===== src/rtl/motor602_uart_cmd_rx.sv =====
// UART RX + command decoder: samples uRxI at mid-bit and decodes ASCII bytes into motor control pulses/levels.
// Latency: outputs rise 1 clock after the stop-bit mid-sample (~9.5*CLK_DIV + 3 clocks after the start edge).
// Backpressure: none; the serial line cannot be stalled, so every outcome is a 1-cycle pulse. Option: MOTOR602_RX_PARITY_EN (8E1).
module motor602_uart_cmd_rx #(
    parameter int CLK_DIV = 434,
    parameter int CNT_W   = 16
) (
    input  logic       clkI,
    input  logic       rstI,
    input  logic       uRxI,
    output logic [7:0] rxByteO,
    output logic       rxValidO,
    output logic       frameErrO,
    output logic       m3startO,
    output logic       m3forceStopO,
    output logic       m3freqINCo,
    output logic       m3freqDECo,
    output logic       m3powerINCo,
    output logic       m3powerDECo,
    output logic       m3invRotateO,
    output logic       unknownCmdO
);

    localparam logic [CNT_W-1:0] HALF_CNT = CNT_W'(CLK_DIV / 2 - 1);
    localparam logic [CNT_W-1:0] LAST_CNT = CNT_W'(CLK_DIV - 1);
    localparam logic [CNT_W-1:0] ONE_CNT  = CNT_W'(1);

    typedef enum logic [2:0] {
        WAIT_IDLE,
        IDLE,
        START,
        DATA,
`ifdef MOTOR602_RX_PARITY_EN
        PARITY,
`endif
        STOP
    } state_t;

    state_t           state_q, state_d;
    logic             rx_meta_q, rx_s_q;
    logic [CNT_W-1:0] cnt_q, cnt_d;
    logic [2:0]       bit_q, bit_d;
    logic [7:0]       shift_q, shift_d;
    logic             frame_ok;
    logic [7:0]       byte_q, byte_d;
    logic             valid_q, valid_d;
    logic             ferr_q, ferr_d;
    logic             start_q, start_d;
    logic             fstop_q, fstop_d;
    logic             finc_q, finc_d;
    logic             fdec_q, fdec_d;
    logic             pinc_q, pinc_d;
    logic             pdec_q, pdec_d;
    logic             inv_q, inv_d;
    logic             unk_q, unk_d;

`ifdef MOTOR602_RX_PARITY_EN
    logic par_q, par_d;

    // even parity over data plus the received parity bit must be 0
    assign frame_ok = ~(^{shift_q, par_q});

    // parity bit capture register
    always_ff @(posedge clkI) begin
        if (rstI) par_q <= 1'b0;
        else      par_q <= par_d;
    end
`else
    assign frame_ok = 1'b1;
`endif

    // two-flop synchronizer; resets to the idle (high) line level
    always_ff @(posedge clkI) begin
        if (rstI) begin
            rx_meta_q <= 1'b1;
            rx_s_q    <= 1'b1;
        end else begin
            rx_meta_q <= uRxI;
            rx_s_q    <= rx_meta_q;
        end
    end

    // FSM state, baud counter, shift register and registered outputs
    always_ff @(posedge clkI) begin
        if (rstI) begin
            state_q <= WAIT_IDLE;
            cnt_q   <= '0;
            bit_q   <= '0;
            shift_q <= '0;
            byte_q  <= 8'h00;
            valid_q <= 1'b0;
            ferr_q  <= 1'b0;
            start_q <= 1'b0;
            fstop_q <= 1'b0;
            finc_q  <= 1'b0;
            fdec_q  <= 1'b0;
            pinc_q  <= 1'b0;
            pdec_q  <= 1'b0;
            inv_q   <= 1'b0;
            unk_q   <= 1'b0;
        end else begin
            state_q <= state_d;
            cnt_q   <= cnt_d;
            bit_q   <= bit_d;
            shift_q <= shift_d;
            byte_q  <= byte_d;
            valid_q <= valid_d;
            ferr_q  <= ferr_d;
            start_q <= start_d;
            fstop_q <= fstop_d;
            finc_q  <= finc_d;
            fdec_q  <= fdec_d;
            pinc_q  <= pinc_d;
            pdec_q  <= pdec_d;
            inv_q   <= inv_d;
            unk_q   <= unk_d;
        end
    end

    // next-state, bit sampling and command decode at the stop-bit sample
    always_comb begin
        state_d = state_q;
        cnt_d   = cnt_q;
        bit_d   = bit_q;
        shift_d = shift_q;
        byte_d  = byte_q;
        valid_d = 1'b0;
        ferr_d  = 1'b0;
        start_d = 1'b0;
        fstop_d = 1'b0;
        finc_d  = 1'b0;
        fdec_d  = 1'b0;
        pinc_d  = 1'b0;
        pdec_d  = 1'b0;
        inv_d   = inv_q;
        unk_d   = 1'b0;
`ifdef MOTOR602_RX_PARITY_EN
        par_d   = par_q;
`endif
        case (state_q)
            WAIT_IDLE: begin
                // after a break or reset, wait for the line to return high
                if (rx_s_q) state_d = IDLE;
            end
            IDLE: begin
                if (!rx_s_q) begin
                    state_d = START;
                    cnt_d   = '0;
                end
            end
            START: begin
                if (cnt_q == HALF_CNT) begin
                    cnt_d = '0;
                    if (!rx_s_q) begin
                        state_d = DATA;
                        bit_d   = '0;
                    end else begin
                        state_d = IDLE;
                    end
                end else begin
                    cnt_d = cnt_q + ONE_CNT;
                end
            end
            DATA: begin
                if (cnt_q == LAST_CNT) begin
                    cnt_d   = '0;
                    shift_d = {rx_s_q, shift_q[7:1]};
                    bit_d   = bit_q + 3'd1;
                    if (bit_q == 3'd7) begin
`ifdef MOTOR602_RX_PARITY_EN
                        state_d = PARITY;
`else
                        state_d = STOP;
`endif
                    end
                end else begin
                    cnt_d = cnt_q + ONE_CNT;
                end
            end
`ifdef MOTOR602_RX_PARITY_EN
            PARITY: begin
                if (cnt_q == LAST_CNT) begin
                    cnt_d   = '0;
                    par_d   = rx_s_q;
                    state_d = STOP;
                end else begin
                    cnt_d = cnt_q + ONE_CNT;
                end
            end
`endif
            STOP: begin
                if (cnt_q == LAST_CNT) begin
                    cnt_d = '0;
                    if (rx_s_q && frame_ok) begin
                        state_d = IDLE;
                        valid_d = 1'b1;
                        byte_d  = shift_q;
                        case (shift_q)
                            8'h53:   start_d = 1'b1;
                            8'h58:   fstop_d = 1'b1;
                            8'h2B:   finc_d  = 1'b1;
                            8'h2D:   fdec_d  = 1'b1;
                            8'h55:   pinc_d  = 1'b1;
                            8'h44:   pdec_d  = 1'b1;
                            8'h52:   inv_d   = 1'b1;
                            8'h46:   inv_d   = 1'b0;
                            default: unk_d   = 1'b1;
                        endcase
                    end else begin
                        // bad stop (or parity): one error pulse, then wait for idle line
                        state_d = WAIT_IDLE;
                        ferr_d  = 1'b1;
                    end
                end else begin
                    cnt_d = cnt_q + ONE_CNT;
                end
            end
            default: state_d = WAIT_IDLE;
        endcase
    end

    assign rxByteO      = byte_q;
    assign rxValidO     = valid_q;
    assign frameErrO    = ferr_q;
    assign m3startO     = start_q;
    assign m3forceStopO = fstop_q;
    assign m3freqINCo   = finc_q;
    assign m3freqDECo   = fdec_q;
    assign m3powerINCo  = pinc_q;
    assign m3powerDECo  = pdec_q;
    assign m3invRotateO = inv_q;
    assign unknownCmdO  = unk_q;

endmodule


===== config.mk =====
export PLATFORM = sky130hd
export DESIGN_NAME = motor602_uart_cmd_rx
export DESIGN_NICKNAME = d
export VERILOG_FILES = /design/src/rtl/motor602_uart_cmd_rx.sv
export SDC_FILE = /design/constraint.sdc
export NUM_CORES = 1
export LEC_CHECK = 0
export ABC_AREA = 1
export CAP_MARGIN = 20
export CORE_ASPECT_RATIO = 1.4
export CORE_MARGIN = 8
export CORE_UTILIZATION = 49
export DETAILED_ROUTE_END_ITERATION = 16
export PLACE_DENSITY = 0.66
export SLEW_MARGIN = 20
export SYNTH_ARGS = -nofsm -noshare
export SYNTH_HDL_FRONTEND = slang
export SYNTH_SLANG_ARGS = --single-unit

===== constraint.sdc =====
create_clock -name clkI -period 4.6 [get_ports clkI]
set_input_delay 0.92 -clock clkI [delete_from_list [all_inputs] [get_ports clkI]]
set_output_delay 0.92 -clock clkI [all_outputs]
set_load 0.03 [all_outputs]

==> out/qor.yml, run 1 <==
outcome:
  outcome: "finished, final reports clean"
power:
  seqPwrFrac: 0.459
  switching_power_uw: 347
  clockPowerShare: 0.303
  leakagePower_uw: 0.00121
  swShare: 0.337
  internal_power_uw: 682
  vdd.ir_drop.worst_mv: 0.264
  total_power_uw: 1030
  comb_power_share: 0.238
  powerDensity_nw_per_um2: 354
final_layout:
  fin_util: 0.567
  syn_to_final_growth_pct: 13.0
  antennaDiodeCount: 0
  final_area_um2: 2900
  nets: 395
  fill_cells: 537
  final_layout_size_suffix_gt1_frac: 0.113
cts:
  root_buffer: "clkbuf_8"
  cts_sinks: 50
  cts-buffers-inserted: 5
  cts_buffer_depth: 2
  cts_tree: "built"
  insertion_delay_ps: 310
  clk_pin_slew_worst_paths_ps: 100
  htree_levels: 2
  cts_resized: 0
  cts_hold_buf: 0
  postCtsSetupRepairBufs: 0
sta:
  period_share: 0.554
  maxSlewHeadroom: 0.523
  fmax_mhz: 392
  grt_setup_unrepaired: "no"
  holdWs_ps: 421
  finalHoldViolCount: 0
  tns_ps: 0
  timing.final.crit_period_ps: 2550
  clock_skew_ps: 8.78
  slew_viol_final: 0
  setup_violations: 0
  worstMarginPinSlew_ps: 714
critical_path:
  endpoint: "m3freqINCo$_SDFF_PP0_"
  arrival_ps: 2790
  start_kind: "input pin"
  critPathKind: "input pin to flop"
  regToRegEndpoint: "shift_q[5]$_SDFFE_PP0P_"
  startpoint: "rstI"
  reg2reg_depth: 8
  path_max_fanout: 26
  rrSetupSlack_ps: 2810
  end_kind: "flop"
  r2r_start: "cnt_q[0]$_SDFFE_PP0P_"
  required_ps: 4840
detailed_routing:
  highest_layer: "met4"
  routed-wl-met3_um: 171
  wl_met1_mm: 2.34
  via_per_inst: 5.15
  via_count: 2336
  wl_met2_mm: 3.27
  drc: 0
  drt-wirelength-per-cell_um: 13.0
  drt-initial-drc-count: 100
  ant_nets: 0
  routed_wl_mm: 5.90
  dr.pass1.iters: 4
synth:
  synthTopCellsByArea: "dfxtp_1, nand2_1, inv_1"
  syn-cell-area_um2: 2570
  muxShareOfSynthArea: 0
  synth_top_family_by_area: "simple AND/OR/NAND/NOR gates"
  syn_inst: 367
  seq_area_frac_synth: 0.389
  synthFlopType: "dfxtp_1"
  synth-simple-area-share: 0.344
  synth_commonest_cells: "nand2_1, dfxtp_1, inv_1"
  synth_xor_area_frac: 0.00682
  yosysUniqueCellTypes: 35
  yosysWarnings: 0
  synth.largest_area_cell: "dfxtp_1"
  syn_area_per_cell_um2: 7.00
  synth-compound-area-share: 0.126
  synth_seq_cells: 50
  yosys.area.top_type_share: 0.389
  synthArstFlopShare: 0
  synth_edf_count: 0
  synth_most_common_cell: "nand2_1"
  syn-num-nets: 375
  synth_adder_area_share: 0.0243
floorplanning:
  die_x_um: 77.2
  initial_core_util: 0.502
  core_um2: 5120
  io_pins: 21
  fp.dieH_um: 102
  dieArea_um2: 7850
  rows: 31
global_routing:
  grt_pass1_wl_mm: 10.2
  grt_max_degree: 27
  grt_usage: 0.159
  grt_remaining_overflow: 0
  grt_pass1_vias: 2348
  antenna_found_initial: 0
place:
  place.gp.congestion: 0.838
  dpl.hpwl_mm: 4.49
  placed_area_um2: 2790
  io_buffers: 20
min_path:
  holdCritPathClass: "flop to flop"
flow_run:
  drv_cap: 0
## worst max-delay path: stages
cell	delay, ps
clkdlybuf4s50_1	650
inv_1	660
nand3_1	390
nor2_1	170
## state kept, by name, indices dropped and copies added, names as in the netlist
| signal | flops |
|---|---|
| shift_q | 8 |
| state_q | 3 |
| rxByteO | 8 |
| unknownCmdO | 1 |
| rx_meta_q | 1 |
| m3startO | 1 |
| m3freqDECo | 1 |
| m3forceStopO | 1 |
| bit_q | 3 |
| m3powerDECo | 1 |
| cnt_q | 16 |
| rxValidO | 1 |
| rx_s_q | 1 |
| frameErrO | 1 |
| m3invRotateO | 1 |
| m3freqINCo | 1 |
| m3powerINCo | 1 |
## layout make-up
type / instances / area [um^2] / area share
repair buffers: 20 / 200 / 0.0690
clock buffers: 6 / 72.6 / 0.0250
inverters: 59 / 221 / 0.0763
multi-input cells: 251 / 1290 / 0.444
flip-flops and latches: 50 / 1000 / 0.345
well taps: 66 / 82.6 / 0.0284
clock inverters: 2 / 37.5 / 0.0129
## worst min-delay path by stage
stage                          from                end  slack (ps)  cells past startpoint
2_1_floorplan  rx_meta_q$_SDFF_PP1_  rx_s_q$_SDFF_PP1_         390                      1
3_3_place_gp   rx_meta_q$_SDFF_PP1_  rx_s_q$_SDFF_PP1_         410                      1
3_5_place_dp   rx_meta_q$_SDFF_PP1_  rx_s_q$_SDFF_PP1_         400                      1
4_1_cts        rx_meta_q$_SDFF_PP1_  rx_s_q$_SDFF_PP1_         420                      1
5_1_grt        rx_meta_q$_SDFF_PP1_  rx_s_q$_SDFF_PP1_         440                      1
6_report       rx_meta_q$_SDFF_PP1_  rx_s_q$_SDFF_PP1_         420                      1
## cells by family (layout without fill, tap and decap cells)
logic type,after synthesis,after routing
adders and majority gates,5,5
and+or+nand+nor,184,184
DFF,50,50
buffers and inverters,66,87
AOI/OAI and AO/OA,60,60
xor gates and xnor gates,2,2
## per-layer routing
| layer | up-vias | global-route usage |
|---|---|---|
| met5 | - | 0 |
| met4 | 0 | 0.0539 |
| met3 | 10 | 0.0284 |
| met2 | 36 | 0.328 |
| met1 | 1075 | 0.149 |
| li1 | 1215 | - |
## power groups by stage
stage                     sequential (uW)  combinational [uW]  clock (uW)
final                                 472                 245         312
after global routing                  476                 278         333
after floorplan                       477                 213           0
after CTS                             471                 248         319
after detailed placement              481                 245           0
after global placement                481                 242           0
## through the flow
stage / std cells / setup WS [ps]
after floorplan: 367 / 2970
after global placement: 446 / 1750
after detailed placement: 446 / 1700
after CTS: 454 / 2020
after global routing: 454 / 1900
final: 454 / 2050
## placed cells by master, fill, tap and decap left out, types with 4 or more instances in the layout
cell type        count
inv_1               48
o21ai_1              6
o21ai_0             17
nand4_1              6
nand2_2              5
nand2_1             72
dfxtp_1             50
nor2_2               4
nand3_1             23
clkdlybuf4s50_1     20
a21oi_1             29
ha_1                 5
inv_2               10
nand3_2              6
clkbuf_8             5
nor3_1              11
nor2_1              45
Note: power is estimated with default switching activity, not from simulation.
==> inputs of run 2 (changes only) <==
--- a/config.mk
+++ b/config.mk
@@ -11,7 +11,7 @@
 export CORE_MARGIN = 8
 export CORE_UTILIZATION = 49
 export DETAILED_ROUTE_END_ITERATION = 16
-export PLACE_DENSITY = 0.66
+export PLACE_DENSITY = 0.69
 export SLEW_MARGIN = 20
 export SYNTH_ARGS = -nofsm -noshare
 export SYNTH_HDL_FRONTEND = slang
==> constraint.sdc (replaced) <==
create_clock -name clkI -period 2.15 [get_ports clkI]
set_input_delay 0.43 -clock clkI [delete_from_list [all_inputs] [get_ports clkI]]
set_output_delay 0.43 -clock clkI [all_outputs]
set_load 0.03 [all_outputs]
==> run 2 against run 1 <==
  * Die area is the same
  * Largest power group unchanged
  * Sequential power grew 110%
  * Final area grew 1.6%
  * Non-clock buffer count grew 2
  * Critical path type is now flop to flop
==> out/qor.yml, run 2 (synthesis gave the netlist of run 1 again) <==
outcome:
  outcome: "finished, final reports clean"
floorplanning:
  die_x_um: 77.2  # unchanged
  dieArea_um2: 7850  # unchanged
  core_um2: 5120  # unchanged
  io_pins: 21  # unchanged
  rows: 31  # unchanged
  fp.dieH_um: 102  # unchanged
  initial_core_util: 0.502  # unchanged
critical_path:
  required_ps: 2400  # -2440 ps
  rrSetupSlack_ps: 370  # -2440 ps
  cpMostUsedCell: "inv_1"
  end_kind: "flop"
  critPathSlowestCell: "dfxtp_1"
  path_max_fanout: 18  # -31%
  arrival_ps: 2040  # -750 ps
  critPathTopFamily: "simple AND/OR/NAND/NOR gates"
  critPathBufInv: 2  # unchanged
  start_kind: "flop"
  critPathKind: "flop to flop"
  path_cells: "ha_1 > nand3_1 > nor2_2 > nand2_2 > nor2_4 > inv_1 > o22ai_1 > nand2_1 > inv_1"
  cpPeakStageDelay_ps: 430  # -230 ps
place:
  place.gp.congestion: 0.873  # +4.1%
  io_buffers: 20  # unchanged
  placed_cells: 448  # +0.45%
  dpl.hpwl_mm: 4.35  # -3.0%
power:
  powerDensity_nw_per_um2: 797  # +120%
  leakagePower_uw: 0.00124  # +2.5%
  vdd.ir_drop.worst_mv: 0.517  # +96%
global_routing:
  grt_pass1_wl_mm: 9.91  # -3.1%
  antenna_found_initial: 0  # unchanged
  grt_max_degree: 20  # -26%
  grt_remaining_overflow: 0  # unchanged
  grt_usage: 0.153  # -0.00563
  grt_pass1_vias: 2217  # -5.6%
sta:
  maxSlewHeadroom: 0.734  # +0.211
  slew_viol_final: 0  # unchanged
  tns_ps: 0  # unchanged
  period_share: 0.830
  clock_skew_ps: 9.80  # +1.01 ps
  setup_violations: 0  # unchanged
  holdWs_ps: 422  # +0.871 ps
  worstMarginPinSlew_ps: 396  # -318 ps
  timing.final.crit_period_ps: 1780
  finalHoldViolCount: 0  # unchanged
  fmax_mhz: 560
  grt_setup_unrepaired: "no"
cts:
  root_buffer: "clkbuf_8"
  cts_tree: "built"
  cts_buffer_depth: 2  # unchanged
  htree_levels: 2  # unchanged
  cts_sinks: 50  # unchanged
  postCtsSetupRepairBufs: 0  # unchanged
  cts-buffers-inserted: 5  # unchanged
  cts_hold_buf: 0  # unchanged
  clk_pin_slew_worst_paths_ps: 90  # about the same
  insertion_delay_ps: 310  # about the same
  cts_resized: 0  # unchanged
detailed_routing:
  via_per_inst: 5.08  # -1.3%
  dr.pass1.iters: 4  # unchanged
  routed_wl_mm: 5.66  # -4.1%
  via_count: 2315  # -0.90%
  drt-initial-drc-count: 127  # +27%
  drt-wirelength-per-cell_um: 12.4  # -4.5%
  ant_nets: 0  # unchanged
  drc: 0  # unchanged
final_layout:
  mostFrequentLayoutCell: "nand2_1"
  nets: 397  # +0.51%
  final_cells: 456  # +0.44%
  antennaDiodeCount: 0  # unchanged
  max_flop_register: "cnt_q"
  syn_to_final_growth_pct: 14.8
  fill_cells: 515  # -4.1%
  largest_reg_flops: 16  # unchanged
  final_layout_size_suffix_gt1_frac: 0.121  # +0.00711
  layout_common_cells: "nand2_1, dfxtp_1, inv_1"
flow_run:
  drv_cap: 0  # unchanged
min_path:
  holdCritPathClass: "flop to flop"
==> run 2: changes by cell type in the layout (fill, tap and decap cells not counted), sizes merged <==
| cell | change |
|---|---|
| buf | +2 |
| clkinvlp | -1 |
| bufinv | +1 |
==> run 2: final cells by class <==
cell class | count | area, um^2 | area share
sequential | 50 | 1000 | 0.339
clock buffer | 6 | 82.6 | 0.0280
tap | 66 | 82.6 | 0.0280
timing repair buffer | 22 | 215 | 0.0729
clock inverter | 2 | 60.1 | 0.0204
inverter | 59 | 221 | 0.0751
multi-input combinational | 251 | 1290 | 0.436
==> run 2: final timing paths <==
path	from	to	cells after the start
max	cnt_q[0]$_SDFFE_PP0P_	state_q[2]$_SDFFE_PP0P_	9
max reg2reg	cnt_q[0]$_SDFFE_PP0P_	state_q[2]$_SDFFE_PP0P_	9
min	rx_meta_q$_SDFF_PP1_	rx_s_q$_SDFF_PP1_	1
min reg2reg	rx_meta_q$_SDFF_PP1_	rx_s_q$_SDFF_PP1_	1
==> run 2: power breakdown <==
part | internal, uW | leakage [uW] | switching (uW)
clock | 496 | 0.0000714 | 318
sequential | 959 | 0.000404 | 48.0
combinational | 154 | 0.000761 | 375
==> run 2: stage by stage <==
step                      cell area [um^2]  total power (uW)  worst slack, ps   util
after global routing                  2950              2480              164  0.576
after floorplan                       2570              1480              700      -
after CTS                             2950              2370              374  0.576
after detailed placement              2810              1560              406  0.548
final                                 2950              2350              366  0.576
after global placement                2810              1560              405  0.548
==> run 2: layer usage <==
| metal | up-vias | track usage | share of wire |
|---|---|---|---|
| li1 | 1217 | - | - |
| met1 | 1053 | 0.145 | 0.40 |
| met2 | 34 | 0.303 | 0.54 |
| met3 | 11 | 0.0373 | 0.040 |
| met4 | 0 | 0.0627 | 0.019 |
| met5 | - | 0 | 0 |
==> run 2: worst reg2reg max path, stage by stage, from the launching register on <==
cell and delay, ps:
dfxtp_1 430, ha_1 210, nand3_1 90, nor2_2 130, nand2_2 120, nor2_4 320, inv_1 140, o22ai_1 130
nand2_1 110, inv_1 60
==> inputs of run 3 (changes only) <==
==> constraint.sdc (replaced) <==
create_clock -name clkI -period 1.6 [get_ports clkI]
set_input_delay 0.32 -clock clkI [delete_from_list [all_inputs] [get_ports clkI]]
set_output_delay 0.32 -clock clkI [all_outputs]
set_load 0.03 [all_outputs]
==> run 3 against run 2 <==
  * Hold slack better by 9.2 ps
  * Count of clock-buffer cells in the layout is the same
  * Cell count increased by 3.9%
  * Total power grew 32%
  * Critical path type unchanged
==> out/qor.yml, run 3 (synthesis gave the netlist of run 1 again) <==
outcome:
  outcome: "finished, final reports clean"
cts:
  root_buffer: "clkbuf_8"
  cts_tree: "built"
  cts_sinks: 50  # unchanged
  insertion_delay_ps: 300  # about the same
  postCtsSetupRepairBufs: 0  # unchanged
  clk_pin_slew_worst_paths_ps: 90  # about the same
  cts_buffer_depth: 2  # unchanged
  cts-buffers-inserted: 5  # unchanged
  cts_hold_buf: 0  # unchanged
  htree_levels: 2  # unchanged
critical_path:
  path_cells: "nand3_1 > nor3_4 > buf_4 > nand2_4 > o21ai_2 > nand2_1 > nor2_2"
  path_max_fanout: 7  # -11
  arrival_ps: 1750  # -290 ps
  required_ps: 1840  # -560 ps
  r2r_start: "cnt_q[2]$_SDFFE_PP0P_"
  critPathBufInv: 1  # -1
  end_kind: "flop"
  startpoint: "cnt_q[2]$_SDFFE_PP0P_"
  critPathTopFamily: "simple AND/OR/NAND/NOR gates"
  critPathKind: "flop to flop"
  start_kind: "flop"
  cpPeakStageDelay_ps: 470  # +40 ps
  critPathSlowestCell: "dfxtp_1"
detailed_routing:
  ant_nets: 0  # unchanged
  drc: 0  # unchanged
  via_count: 2402  # +3.8%
  dr.pass1.iters: 4  # unchanged
  routed_wl_mm: 6.07  # +7.3%
  via_per_inst: 5.07  # -0.18%
  drt-initial-drc-count: 140  # +10%
  drt-wirelength-per-cell_um: 12.8  # +3.2%
global_routing:
  grt_max_degree: 18  # -10%
  grt_remaining_overflow: 0  # unchanged
  grt_usage: 0.164  # +0.0111
  grt_pass1_wl_mm: 10.6  # +6.8%
  antenna_found_initial: 0  # unchanged
  grt_pass1_vias: 2455  # +11%
place:
  place.gp.congestion: 0.876  # +0.34%
  io_buffers: 20  # unchanged
  placed_cells: 466  # +4.0%
  placed_area_um2: 2940  # +4.8%
  pre_cts_slack_ps: -16.5  # -423 ps
  dpl.hpwl_mm: 4.62  # +6.2%
final_layout:
  fill_cells: 500  # -2.9%
  final_layout_size_suffix_gt1_frac: 0.201  # +0.0805
  nets: 415  # +4.5%
  final_cells: 474  # +3.9%
  max_flop_register: "cnt_q"
  layout_common_cells: "nand2_1, inv_1, dfxtp_1"
  antennaDiodeCount: 0  # unchanged
  largest_reg_flops: 16  # unchanged
  final_area_um2: 3110  # +5.5%
  fin_util: 0.608  # +0.0318
  ff_latch_area_um2: 1010  # +0.88%
  mostFrequentLayoutCell: "nand2_1"
  multi_input_area_um2: 1360  # +5.5%
  syn_to_final_growth_pct: 21.1
sta:
  setup_violations: 0  # unchanged
  timing.final.crit_period_ps: 1510  # -275 ps
  fmax_mhz: 663  # +18%
  worstMarginPinSlew_ps: 428  # +31.4 ps
  worst_slack_ps: 91.1  # -275 ps
  slew_viol_final: 0  # unchanged
  grt_setup_unrepaired: "yes"
  period_share: 0.943  # +0.113
  maxSlewHeadroom: 0.712  # -0.0221
  clock_skew_ps: 5.94  # -3.85 ps
  tns_ps: 0  # unchanged
  finalHoldViolCount: 0  # unchanged
floorplanning:
  io_pins: 21  # unchanged
  rows: 31  # unchanged
  die_x_um: 77.2  # unchanged
  dieArea_um2: 7850  # unchanged
  core_um2: 5120  # unchanged
  initial_core_util: 0.502  # unchanged
  fp.dieH_um: 102  # unchanged
power:
  vdd.ir_drop.worst_mv: 0.661  # +28%
  powerDensity_nw_per_um2: 994  # +25%
  leakagePower_uw: 0.00142  # +15%
flow_run:
  drv_cap: 0  # unchanged
min_path:
  holdCritPathClass: "flop to flop"
  hold_start: "rx_meta_q$_SDFF_PP1_"
==> run 3: where the power goes <==
part	switching, uW	total, uW	internal (uW)
Sequential	69.7	1370	1300
Clock	424	891	467
Combinational	558	834	276
Total	1050	3090	2040
==> run 3: metal layers <==
metal / part of all wire / track usage / vias to the layer above
met5: 0 / 0 / -
met4: 0.023 / 0.0627 / 0
met3: 0.040 / 0.0346 / 11
met2: 0.55 / 0.332 / 43
met1: 0.39 / 0.155 / 1092
li1: - / - / 1256
==> run 3: area by class of cell <==
type	count	share of cell area
clock buffer	6	0.0233
multi-input combinational	251	0.436
sequential	50	0.324
timing repair buffer	40	0.105
inverter	59	0.0719
tap	66	0.0265
clock inverter	2	0.0121
==> run 3: repair_timing <==
| item | CTS | global route |
|---|---|---|
| endpoints found under the setup margin | 21 | 37 |
| pin swaps | 0 | 2 |
| gates resized for setup | 20 | 25 |
==> run 3: path summary, 6_finish.rpt <==
path,depth (start not counted),endpoint,slack (ps)
max,7,cnt_q[11]$_SDFFE_PP0P_,90
min,1,rx_s_q$_SDFF_PP1_,430
max reg2reg,7,cnt_q[11]$_SDFFE_PP0P_,90
min reg2reg,1,rx_s_q$_SDFF_PP1_,430
==> run 3: stage by stage <==
stage | hold slack (ps) | power (uW)
after detailed placement | 405 | 2150
after CTS | 430 | 3040
after floorplan | 389 | 1980
after global placement | 391 | 2130
final | 431 | 3090
after global routing | 458 | 3290
